$ cat config.mk
export PLATFORM = sky130hd
export DESIGN_NAME = axi_master_arbiter
export DESIGN_NICKNAME = d
export VERILOG_FILES = /design/src/rtl/axi_master_arbiter.sv
export SDC_FILE = /design/constraint.sdc
export NUM_CORES = 1
export LEC_CHECK = 0
export CORE_MARGIN = 2
export CORE_UTILIZATION = 46
export CTS_CLUSTER_SIZE = 28
export DETAILED_ROUTE_END_ITERATION = 6
export MAX_ROUTING_LAYER = met4
export PLACE_DENSITY = 0.78
export SYNTH_ARGS = -nofsm -noshare
export SYNTH_HDL_FRONTEND = slang
export SYNTH_HIERARCHICAL = 1
export SYNTH_SLANG_ARGS = --single-unit
$ cat constraint.sdc
create_clock -name clk -period 2.11 [get_ports clk]
set_input_delay 0.5275 -clock clk [delete_from_list [all_inputs] [get_ports clk]]
set_output_delay 0.5275 -clock clk [all_outputs]
set_load 0.03 [all_outputs]
$ cat src/rtl/axi_master_arbiter.sv
// -----------------------------------------------------------------------------
// axi_master_arbiter
//   Round-robin arbiter for an N-master AXI interconnect (N = 2**M_WIDTH).
//   The AW and AR address channels each run an independent ARB/GRANT FSM.
//   A write-order FIFO remembers which master won each AW handshake, so the
//   W channel is switched to masters in address order. B and R responses are
//   routed by decoding the master index carried in the upper ID bits.
//
// Ports
//   clk, rstn                     clock, asynchronous active-low reset
//   MASTER_WR_ADDR_VALID [N]      per-master AW valid
//   MASTER_RD_ADDR_VALID [N]      per-master AR valid
//   BUS_WR_ADDR_VALID/READY       switched AW handshake
//   BUS_WR_DATA_VALID/READY/LAST  switched W handshake
//   BUS_WR_BACK_ID                B-channel ID  (master index in top M_WIDTH bits)
//   BUS_RD_ADDR_VALID/READY       switched AR handshake
//   BUS_RD_BACK_ID                R-channel ID  (master index in top M_WIDTH bits)
//   wr_addr_sel, wr_data_sel, wr_resp_sel, rd_addr_sel, rd_data_sel
//                                 switch selects
//   wr_addr_en, wr_data_en, rd_addr_en
//                                 grant active (integrator ANDs with VALID/READY)
//   wr_outstanding                write-order FIFO occupancy
// -----------------------------------------------------------------------------

// One address-channel arbiter: ARB (en=0) -> GRANT (en=1, sel frozen) -> ARB.
module axi_master_arbiter_chan #(
    parameter int M_WIDTH = 2
) (
    input  logic                    clk,
    input  logic                    rstn,
    input  logic [2**M_WIDTH-1:0]   req,
    input  logic                    allow,
    input  logic                    bus_valid,
    input  logic                    bus_ready,
    output logic                    en,
    output logic [M_WIDTH-1:0]      sel,
    output logic                    handshake
);
    localparam int N = 2**M_WIDTH;

    typedef enum logic {ARB, GRANT} state_t;

    state_t             state, state_nxt;
    logic [M_WIDTH-1:0] sel_nxt;
    logic [M_WIDTH-1:0] last_granted, last_granted_nxt;
    logic [M_WIDTH-1:0] winner;
    logic [M_WIDTH-1:0] cand;
    logic               found;

    // Round-robin search starting just after the last winner. The M_WIDTH-bit
    // addition wraps modulo N, so i = N lands back on last_granted itself.
    always_comb begin
        winner = '0;
        cand   = '0;
        found  = 1'b0;
        for (int i = 1; i <= N; i++) begin
            cand = last_granted + M_WIDTH'(i);
            if (!found && req[cand]) begin
                winner = cand;
                found  = 1'b1;
            end
        end
    end

    // NOTE: combinational blocks use blocking '=' and give every output a
    // default first, so no path can leave a signal unassigned (no latch).
    always_comb begin
        state_nxt        = state;
        sel_nxt          = sel;
        last_granted_nxt = last_granted;
        handshake        = 1'b0;
        case (state)
            ARB: begin
                if (found && allow) begin
                    state_nxt = GRANT;
                    sel_nxt   = winner;
                end
            end
            GRANT: begin
                // A master dropping VALID mid-grant is ignored: only the bus
                // handshake releases the grant.
                if (bus_valid && bus_ready) begin
                    handshake        = 1'b1;
                    last_granted_nxt = sel;
                    state_nxt        = ARB;
                end
            end
            default: state_nxt = ARB;
        endcase
    end

    // NOTE: sequential state uses non-blocking '<=' so every register samples
    // pre-edge values regardless of statement order.
    always_ff @(posedge clk or negedge rstn) begin
        if (!rstn) begin
            state        <= ARB;
            sel          <= '0;
            last_granted <= '1;   // N-1, so master 0 wins the first search
        end else begin
            state        <= state_nxt;
            sel          <= sel_nxt;
            last_granted <= last_granted_nxt;
        end
    end

    assign en = (state == GRANT);
endmodule

module axi_master_arbiter #(
    parameter int M_WIDTH       = 2,
    parameter int M_ID          = 2,
    parameter int WR_FIFO_DEPTH = 4
) (
    input  logic                          clk,
    input  logic                          rstn,
    input  logic [2**M_WIDTH-1:0]         MASTER_WR_ADDR_VALID,
    input  logic [2**M_WIDTH-1:0]         MASTER_RD_ADDR_VALID,
    input  logic                          BUS_WR_ADDR_VALID,
    input  logic                          BUS_WR_ADDR_READY,
    input  logic                          BUS_WR_DATA_VALID,
    input  logic                          BUS_WR_DATA_READY,
    input  logic                          BUS_WR_DATA_LAST,
    input  logic [M_ID+M_WIDTH-1:0]       BUS_WR_BACK_ID,
    input  logic                          BUS_RD_ADDR_VALID,
    input  logic                          BUS_RD_ADDR_READY,
    input  logic [M_ID+M_WIDTH-1:0]       BUS_RD_BACK_ID,
    output logic [M_WIDTH-1:0]            wr_addr_sel,
    output logic [M_WIDTH-1:0]            wr_data_sel,
    output logic [M_WIDTH-1:0]            wr_resp_sel,
    output logic [M_WIDTH-1:0]            rd_addr_sel,
    output logic [M_WIDTH-1:0]            rd_data_sel,
    output logic                          wr_addr_en,
    output logic                          wr_data_en,
    output logic                          rd_addr_en,
    output logic [$clog2(WR_FIFO_DEPTH):0] wr_outstanding
);
    localparam int PW = $clog2(WR_FIFO_DEPTH);

    logic          aw_allow;
    logic          aw_handshake;
    logic          ar_handshake;
    logic          push, pop;
    logic [PW-1:0] wr_ptr, rd_ptr;
    logic [PW:0]   count;
    logic [M_WIDTH-1:0] order_mem [WR_FIFO_DEPTH];

    // A new AW grant is only started while the order FIFO has room; the one
    // grant in flight can then always push, so the FIFO never overflows.
    assign aw_allow = (count < (PW+1)'(WR_FIFO_DEPTH));

    axi_master_arbiter_chan #(.M_WIDTH(M_WIDTH)) u_aw (
        .clk       (clk),
        .rstn      (rstn),
        .req       (MASTER_WR_ADDR_VALID),
        .allow     (aw_allow),
        .bus_valid (BUS_WR_ADDR_VALID),
        .bus_ready (BUS_WR_ADDR_READY),
        .en        (wr_addr_en),
        .sel       (wr_addr_sel),
        .handshake (aw_handshake)
    );

    axi_master_arbiter_chan #(.M_WIDTH(M_WIDTH)) u_ar (
        .clk       (clk),
        .rstn      (rstn),
        .req       (MASTER_RD_ADDR_VALID),
        .allow     (1'b1),
        .bus_valid (BUS_RD_ADDR_VALID),
        .bus_ready (BUS_RD_ADDR_READY),
        .en        (rd_addr_en),
        .sel       (rd_addr_sel),
        .handshake (ar_handshake)
    );

    // Write-order FIFO: one entry per accepted AW, retired by the W LAST beat.
    assign push = aw_handshake;
    assign pop  = wr_data_en && BUS_WR_DATA_VALID && BUS_WR_DATA_READY && BUS_WR_DATA_LAST;

    // NOTE: the storage array has no reset; the pointers and count define which
    // entries are valid, so clearing them alone empties the FIFO.
    always_ff @(posedge clk) begin
        if (push) order_mem[wr_ptr] <= wr_addr_sel;
    end

    // Power-of-two depth: pointers wrap by natural overflow.
    always_ff @(posedge clk or negedge rstn) begin
        if (!rstn) begin
            wr_ptr <= '0;
            rd_ptr <= '0;
            count  <= '0;
        end else begin
            if (push) wr_ptr <= wr_ptr + 1'b1;
            if (pop)  rd_ptr <= rd_ptr + 1'b1;
            case ({push, pop})
                2'b10:   count <= count + 1'b1;
                2'b01:   count <= count - 1'b1;
                default: count <= count;
            endcase
        end
    end

    // Head is read straight from storage: a push into an empty FIFO shows up
    // one cycle later, never in the same cycle.
    assign wr_data_sel    = order_mem[rd_ptr];
    assign wr_data_en     = (count != '0);
    assign wr_outstanding = count;

    // Responses carry the master index in their ID; no read-side state kept.
    assign wr_resp_sel = BUS_WR_BACK_ID[M_ID +: M_WIDTH];
    assign rd_data_sel = BUS_RD_BACK_ID[M_ID +: M_WIDTH];

    logic unused_id_bits;
    assign unused_id_bits = ^{BUS_WR_BACK_ID[M_ID-1:0], BUS_RD_BACK_ID[M_ID-1:0], ar_handshake};
endmodule
# [Yosys cells after proc, flatten, opt, wreduce, memory -nomap -nowiden]
# Memories as Yosys holds them, arrays and structs flattened.
# Cells that the tools add are included.
[totals] output_inout_bits=16 ram_bits=8 ff_bits=17 latch_bits=0 romBits=0 memories=1
[mem_list] memory="order_mem" words=4 width=2 read_ports=1 rd_clocked_by_memory_dff=0 write_ports=1 line_no="145" source="logic [M_WIDTH-1:0] order_mem [WR_FIFO_DEPTH];"
[classes] shifts=0 n_mul=0 n_mux=43 addsub=10 n_div=0 n_bitwise=2 n_eq_ne=2 reduce_logical=24 order_cmp=9
[op_table] cell="less-than comparator 2 x 3 -> 1 bit (second input constant)" count=8
[op_table] cell="two-way mux 1 bit" count=24
[op_table] cell="binary-select mux 1 bit (select 2 bit)" count=8
[op_table] cell="two-way mux 2 bit" count=8
[op_table] cell="logical AND 1 bit" count=12
[op_table] cell="adder 2 x 1 -> 2 bit (second input constant)" count=4
[op_table] cell="adder 2 bit (second input constant)" count=4
[op_table] cell="AND reduction 2 bit" count=4
[op_table] cell="zero test 1 bit" count=6
[op_table] cell="one-hot mux 3 bit (2 select lines)" count=1
[op_table] cell="one-hot mux 1 bit (2 select lines)" count=2
[op_table] cell="adder 3 x 1 -> 3 bit (second input constant)" count=1
[op_table] cell="less-than comparator 3 bit (second input constant)" count=1
[op_table] cell="nonzero test 3 bit" count=1
[op_table] cell="subtractor 3 x 1 -> 3 bit (second input constant)" count=1
[op_table] cell="== test 2 x 1 -> 1 bit (second input constant)" count=1
[op_table] cell="== test 2 bit (second input constant)" count=1
[op_table] cell="NOT 1 bit" count=2
[op_table] cell="nonzero test 2 bit" count=1

# [Logic depth before layout (Yosys ltp)]
[logic_depth] depth_word=16 ltp_mapped=9 mapped_depth_nobuf=9

# [Hierarchy]
# The synthesis kept the hierarchy.
[by_module_without_submodules] module="axi_master_arbiter" area_per_inst_um2=744.5 cells_each=55 instances=1 seq_area_each_um2=415.4
[by_module_without_submodules] module="axi_master_arbiter_chan" area_per_inst_um2=315.3 cells_each=30 instances=2 seq_area_each_um2=127.6

# [Least setup slack after synthesis]
# OpenSTA, ideal clock, no wires.
[synth_path] path_kind="register to register" startpoint="register count[0] (netlist: wr_outstanding[0])" endpoint="register count[2] (netlist: wr_outstanding[2])" path_buffers=0 t_arrival_ns=1.797 setup_slack_ns=0.233 setup_ns=0.080 path_stages_with_launch=9 cell_sequence="dfrtp_1 -> nor3_2 -> nor2_1 -> ha_1 -> inv_1 -> fa_1 -> xor2_1 -> nor2_1 -> xnor2_1"
[synth_via] elab_chain_len=6
[synth_rtl] item="start: declaration" line_no="144" source="logic [PW:0] count;"
[synth_rtl] item="start signal: assignment" line_no="195" source="2'b10: count <= count + 1'b1;"
[synth_rtl] item="start signal: assignment" line_no="196" source="2'b01: count <= count - 1'b1;"
[synth_rtl] item="start signal: assignment" line_no="197" source="default: count <= count;"
[synth_rtl] item="nonzero test 3 bit *" line_no="205" source="assign wr_data_en = (count != '0);"
[synth_rtl] item="logical AND 1 bit * (3 in a row)" line_no="177" source="assign pop = wr_data_en && BUS_WR_DATA_VALID && BUS_WR_DATA_READY && BUS_WR_DATA_LAST;"
[synth_rtl] item="via pop" line_no="142" source="logic push, pop;"
[synth_rtl] item="== test 2 x 1 -> 1 bit / == test 2 bit (equally long branches)" line_no="194" source="case ({push, pop})"
[synth_rtl] item="one-hot mux 3 bit (2 select lines) / nonzero test 2 bit (equally long branches)"
# The timed path passes the listed nets; every way through them passes the cells marked *.
# A chain may end at the register's enable or synchronous reset.

# [Final worst setup path]
[layout_path] startpoint="register rd_ptr[0]" endpoint="output wr_data_sel[0]"
[layout_via] elab_chain_len=1
[layout_rtl] item="start: declaration" line_no="143" source="logic [PW-1:0] wr_ptr, rd_ptr;"
[layout_rtl] item="start signal: assignment" line_no="193" source="if (pop) rd_ptr <= rd_ptr + 1'b1;"
[layout_rtl] item="memory read (4 x 2 bit)"
[layout_rtl] item="end: declaration" line_no="128" source="output logic [M_WIDTH-1:0] wr_data_sel,"
# Every way passes these cells.

==> metrics.md <==
| Metric | Value |
|---|---|
| Sequential area share after synthesis | 48.77% |
| Syn Std Cell Area | 1375 sq um |
| Max frequency | 0.4960 GHz |
| # hold bufs at CTS | 0 |
| Post-layout min period | 2.016 ns |
| Proportion of layout cells with a drive suffix above 1 | 19.61% |
| Post-synth top area share | 23.66% |
| Number of global-route vias before repair | 969 |
| Most numerous cell in the Yosys netlist | dfrtp_1 |
| Final ANT Viol Nets | 0 |
| I/O Buffers | 28 |
| ANT cells | 0 |
| Min Hold Slack | 0.5011 ns |
| CTS Sinks | 25 |
| Antenna violations before repair | 0 |
| CTS tree | built |
| H-tree lvl count | 1 |
| YS warnings | 6 |
| M2 GR Usage | 27.93% |
| Outcome | finished, violations left |
| GR met3 Demand/Resource | 3.077% |
| Worst-Skew Late Latency | 0.32 ns |
| Leakage | 0.7541 nW |
| First-pass GRT wire length | 4140 um |
| Drt wl/cell | 13.01 um |
| RSZ-0062 raised after global routing | no |
| Synth Register Bits | 25 |
| Setup CP Type | reg -> out |
| Number of distinct library cells after synthesis | 33 |
| Routed WL | 2394 um |
| Worst Setup Start Kind | register |
| Mean Syn Cell Area | 11.96 sq um |
| Residual DRC | 6 |
| Number of CTS-inserted buffers | 3 |
| Largest net degree at the start of global routing | 18 |
| Slew Limit Fails | 0 |
| Worst Slack Setup Final | 0.09374 ns |
| Number of I/O pins | 41 |
| Reg2Reg Depth | 9 |
| Gr busiest metal | met2 |
| Number of DRC markers in iteration 0 | 36 |
| Fill count | 232 |
| Critical path arrival | 1.49 ns |
| FF-to-FF End | wr_outstanding[2] |
| Failing checks | design-rule violations |
| Final Cycle Share | 95.56% |
| CTS clk-pin slew, worst paths | 0.13 ns |
| Final count of negative-setup-slack endpoints | 0 |
| Clock buffer depth | 2 |
| Final HPWL DP | 1864 um |
| Clock root cell | clkbuf_4 |
| Max cap viols | 0 |
| Critical Path End Type | output pin |
| Gr usage total | 16.57% |
| Setup TNS | 0 ns |
| Top_reg_cell synth | dfrtp_1 |
| Met1 GRT Util | 19.28% |
| CP Data Required Time | 1.58 ns |
| Pre-CTS WS | -0.2557 ns |
| Initial core utilization | 49.02% |
| DR vias/cell | 5.375 |
| Synthesis-to-layout area growth | 28.12% |
| Final hold vios | 0 |
| Row count | 19 |
| RR Startpoint | wr_outstanding[0] |
| Core area | 2805 sq um |
| Top cells by count, synth | 13 x dfrtp_1, 10 x inv_1, 8 x edfxtp_1, 6 x a21oi_1, 6 x nand2_1 |
| Clock skew | 0.004252 ns |
| Post-synth EDFFs | 8 |
| Mapped Cells | 115 |
| Final core utilization | 62.80% |
| Async S/R FF share, synth | 68.00% |
| Layout Nets | 185 |
| RePlAce Congestion | 0.8304 |
| Worst IR Drop VDD | 0.5739 mV |
| Worst min path class | in -> async |
| Pre-antenna DRT Iters | 6 |
| Grt ovf | 0 |
| Die area | 3443 sq um |
| Synth top area cells | dfrtp_1 24%, edfxtp_1 17%, dfstp_2 7.6% |
| Width of the die | 58.68 um |
| R2r setup slk | 0.27 ns |
| Via Count | 989 |
| CP max FO | 3 |
| Die Span Y | 58.68 um |
| Synth area leader | dfrtp_1 |
| Power density cells | 1214 nW/um^2 |
## where the power goes
group,total [mW],internal (mW),switching (mW)
sequential,0.923,0.721,0.202
combinational,1.00,0.485,0.517
clock,0.213,0.0725,0.141
## timing repair
action / CTS / global route
endpoints found under the setup margin: 3 / 4
pin swaps: 0 / 0
resized for setup: 9 / 5
setup buffers: 0 / 1
## layer usage
| layer | part of all wire [%] | wire length [um] |
|---|---|---|
| met5 | 0 | 0 |
| met4 | 2.1 | 51 |
| met3 | 7.1 | 170 |
| met2 | 48 | 1149 |
| met1 | 43 | 1023 |
## state kept, by name (all words and copies together), names as in the netlist
register and flops:
u_ar/last_granted 2, u_ar/en 1, rd_ptr 2, u_aw/en 1, u_aw/last_granted 2, u_aw/sel 2
order_mem 8, u_ar/sel 2, wr_ptr 2, wr_outstanding 3
## cell usage in the layout, fill, tap and decap left out, types with 2 or more instances in the layout
| cell type | count |
|---|---|
| clkdlybuf4s50_1 | 23 |
| dfrtp_1 | 13 |
| inv_1 | 10 |
| buf_4 | 9 |
| edfxtp_1 | 8 |
| nand2_1 | 6 |
| a21oi_1 | 6 |
| ha_1 | 5 |
| and2_1 | 4 |
| o21ai_0 | 4 |
| xor2_1 | 4 |
| o41ai_2 | 4 |
| mux2_2 | 4 |
| dfstp_2 | 4 |
| nand3_1 | 3 |
| nor2_1 | 3 |
| clkbuf_4 | 3 |
| mux4_1 | 2 |
| xnor2_1 | 2 |
| dlymetal6s2s_1 | 2 |
| buf_2 | 2 |
| clkinv_1 | 2 |
| conb_1 | 2 |
| o41a_1 | 2 |
| or2b_1 | 2 |
| nor3b_1 | 2 |
| o211ai_1 | 2 |
| nand3b_1 | 2 |
| mux2i_1 | 2 |
| and2b_1 | 2 |
| a2bb2oi_1 | 2 |
| a21boi_0 | 2 |
| o21bai_1 | 2 |
| a31oi_1 | 2 |
## through the flow
| step | total power [mW] | cell area (sq um) | std cells |
|---|---|---|---|
| after floorplan | 1.551 | 1379 | 116 |
| after detailed placement | 1.959 | 1728 | 179 |
| after global placement | 1.920 | 1728 | 179 |
| after CTS | 2.158 | 1753 | 183 |
| final | 2.139 | 1762 | 184 |
| after global routing | 2.292 | 1762 | 184 |
## layout make-up
cell class	instances	area [sq um]	share of cell area (%)
timing repair buffer	37	341.6	19.39
clock buffer	3	22.52	1.278
clock inverter	1	7.507	0.4261
tap	31	38.79	2.202
inverter	12	45.04	2.557
sequential	25	670.6	38.07
multi-input combinational	75	635.6	36.08
## cell families after synthesis
group / share of synthesized area, %
AO/OA/AOI/OAI: 15.47
XOR/XNOR: 3.822
adder cells (fa/ha/maj): 6.006
buffers and inverters: 5.460
flip-flops: 48.77
multiplexers: 8.553
other: 0.2727
AND/OR/NAND/NOR: 11.64
## critical path, stage by stage (launching register included)
cell and delay (ns):
dfrtp_1 0.43, mux4_1 0.55, buf_2 0.19
## worst max path at each step
stage | endpoint | start | cells after the start | slack, ns
floorplan | wr_outstanding[2] | wr_outstanding[0] | 8 | 0.23
global placement | wr_outstanding[2] | BUS_WR_DATA_LAST | 9 | -0.21
detailed placement | wr_outstanding[2] | BUS_WR_DATA_LAST | 9 | -0.26
CTS | wr_data_sel[0] | rd_ptr[0] | 2 | -0.03
global route | wr_outstanding[2] | BUS_WR_DATA_LAST | 9 | 0.002
finish | wr_data_sel[0] | rd_ptr[0] | 2 | 0.09
Note: power is estimated with default switching activity, not from simulation.
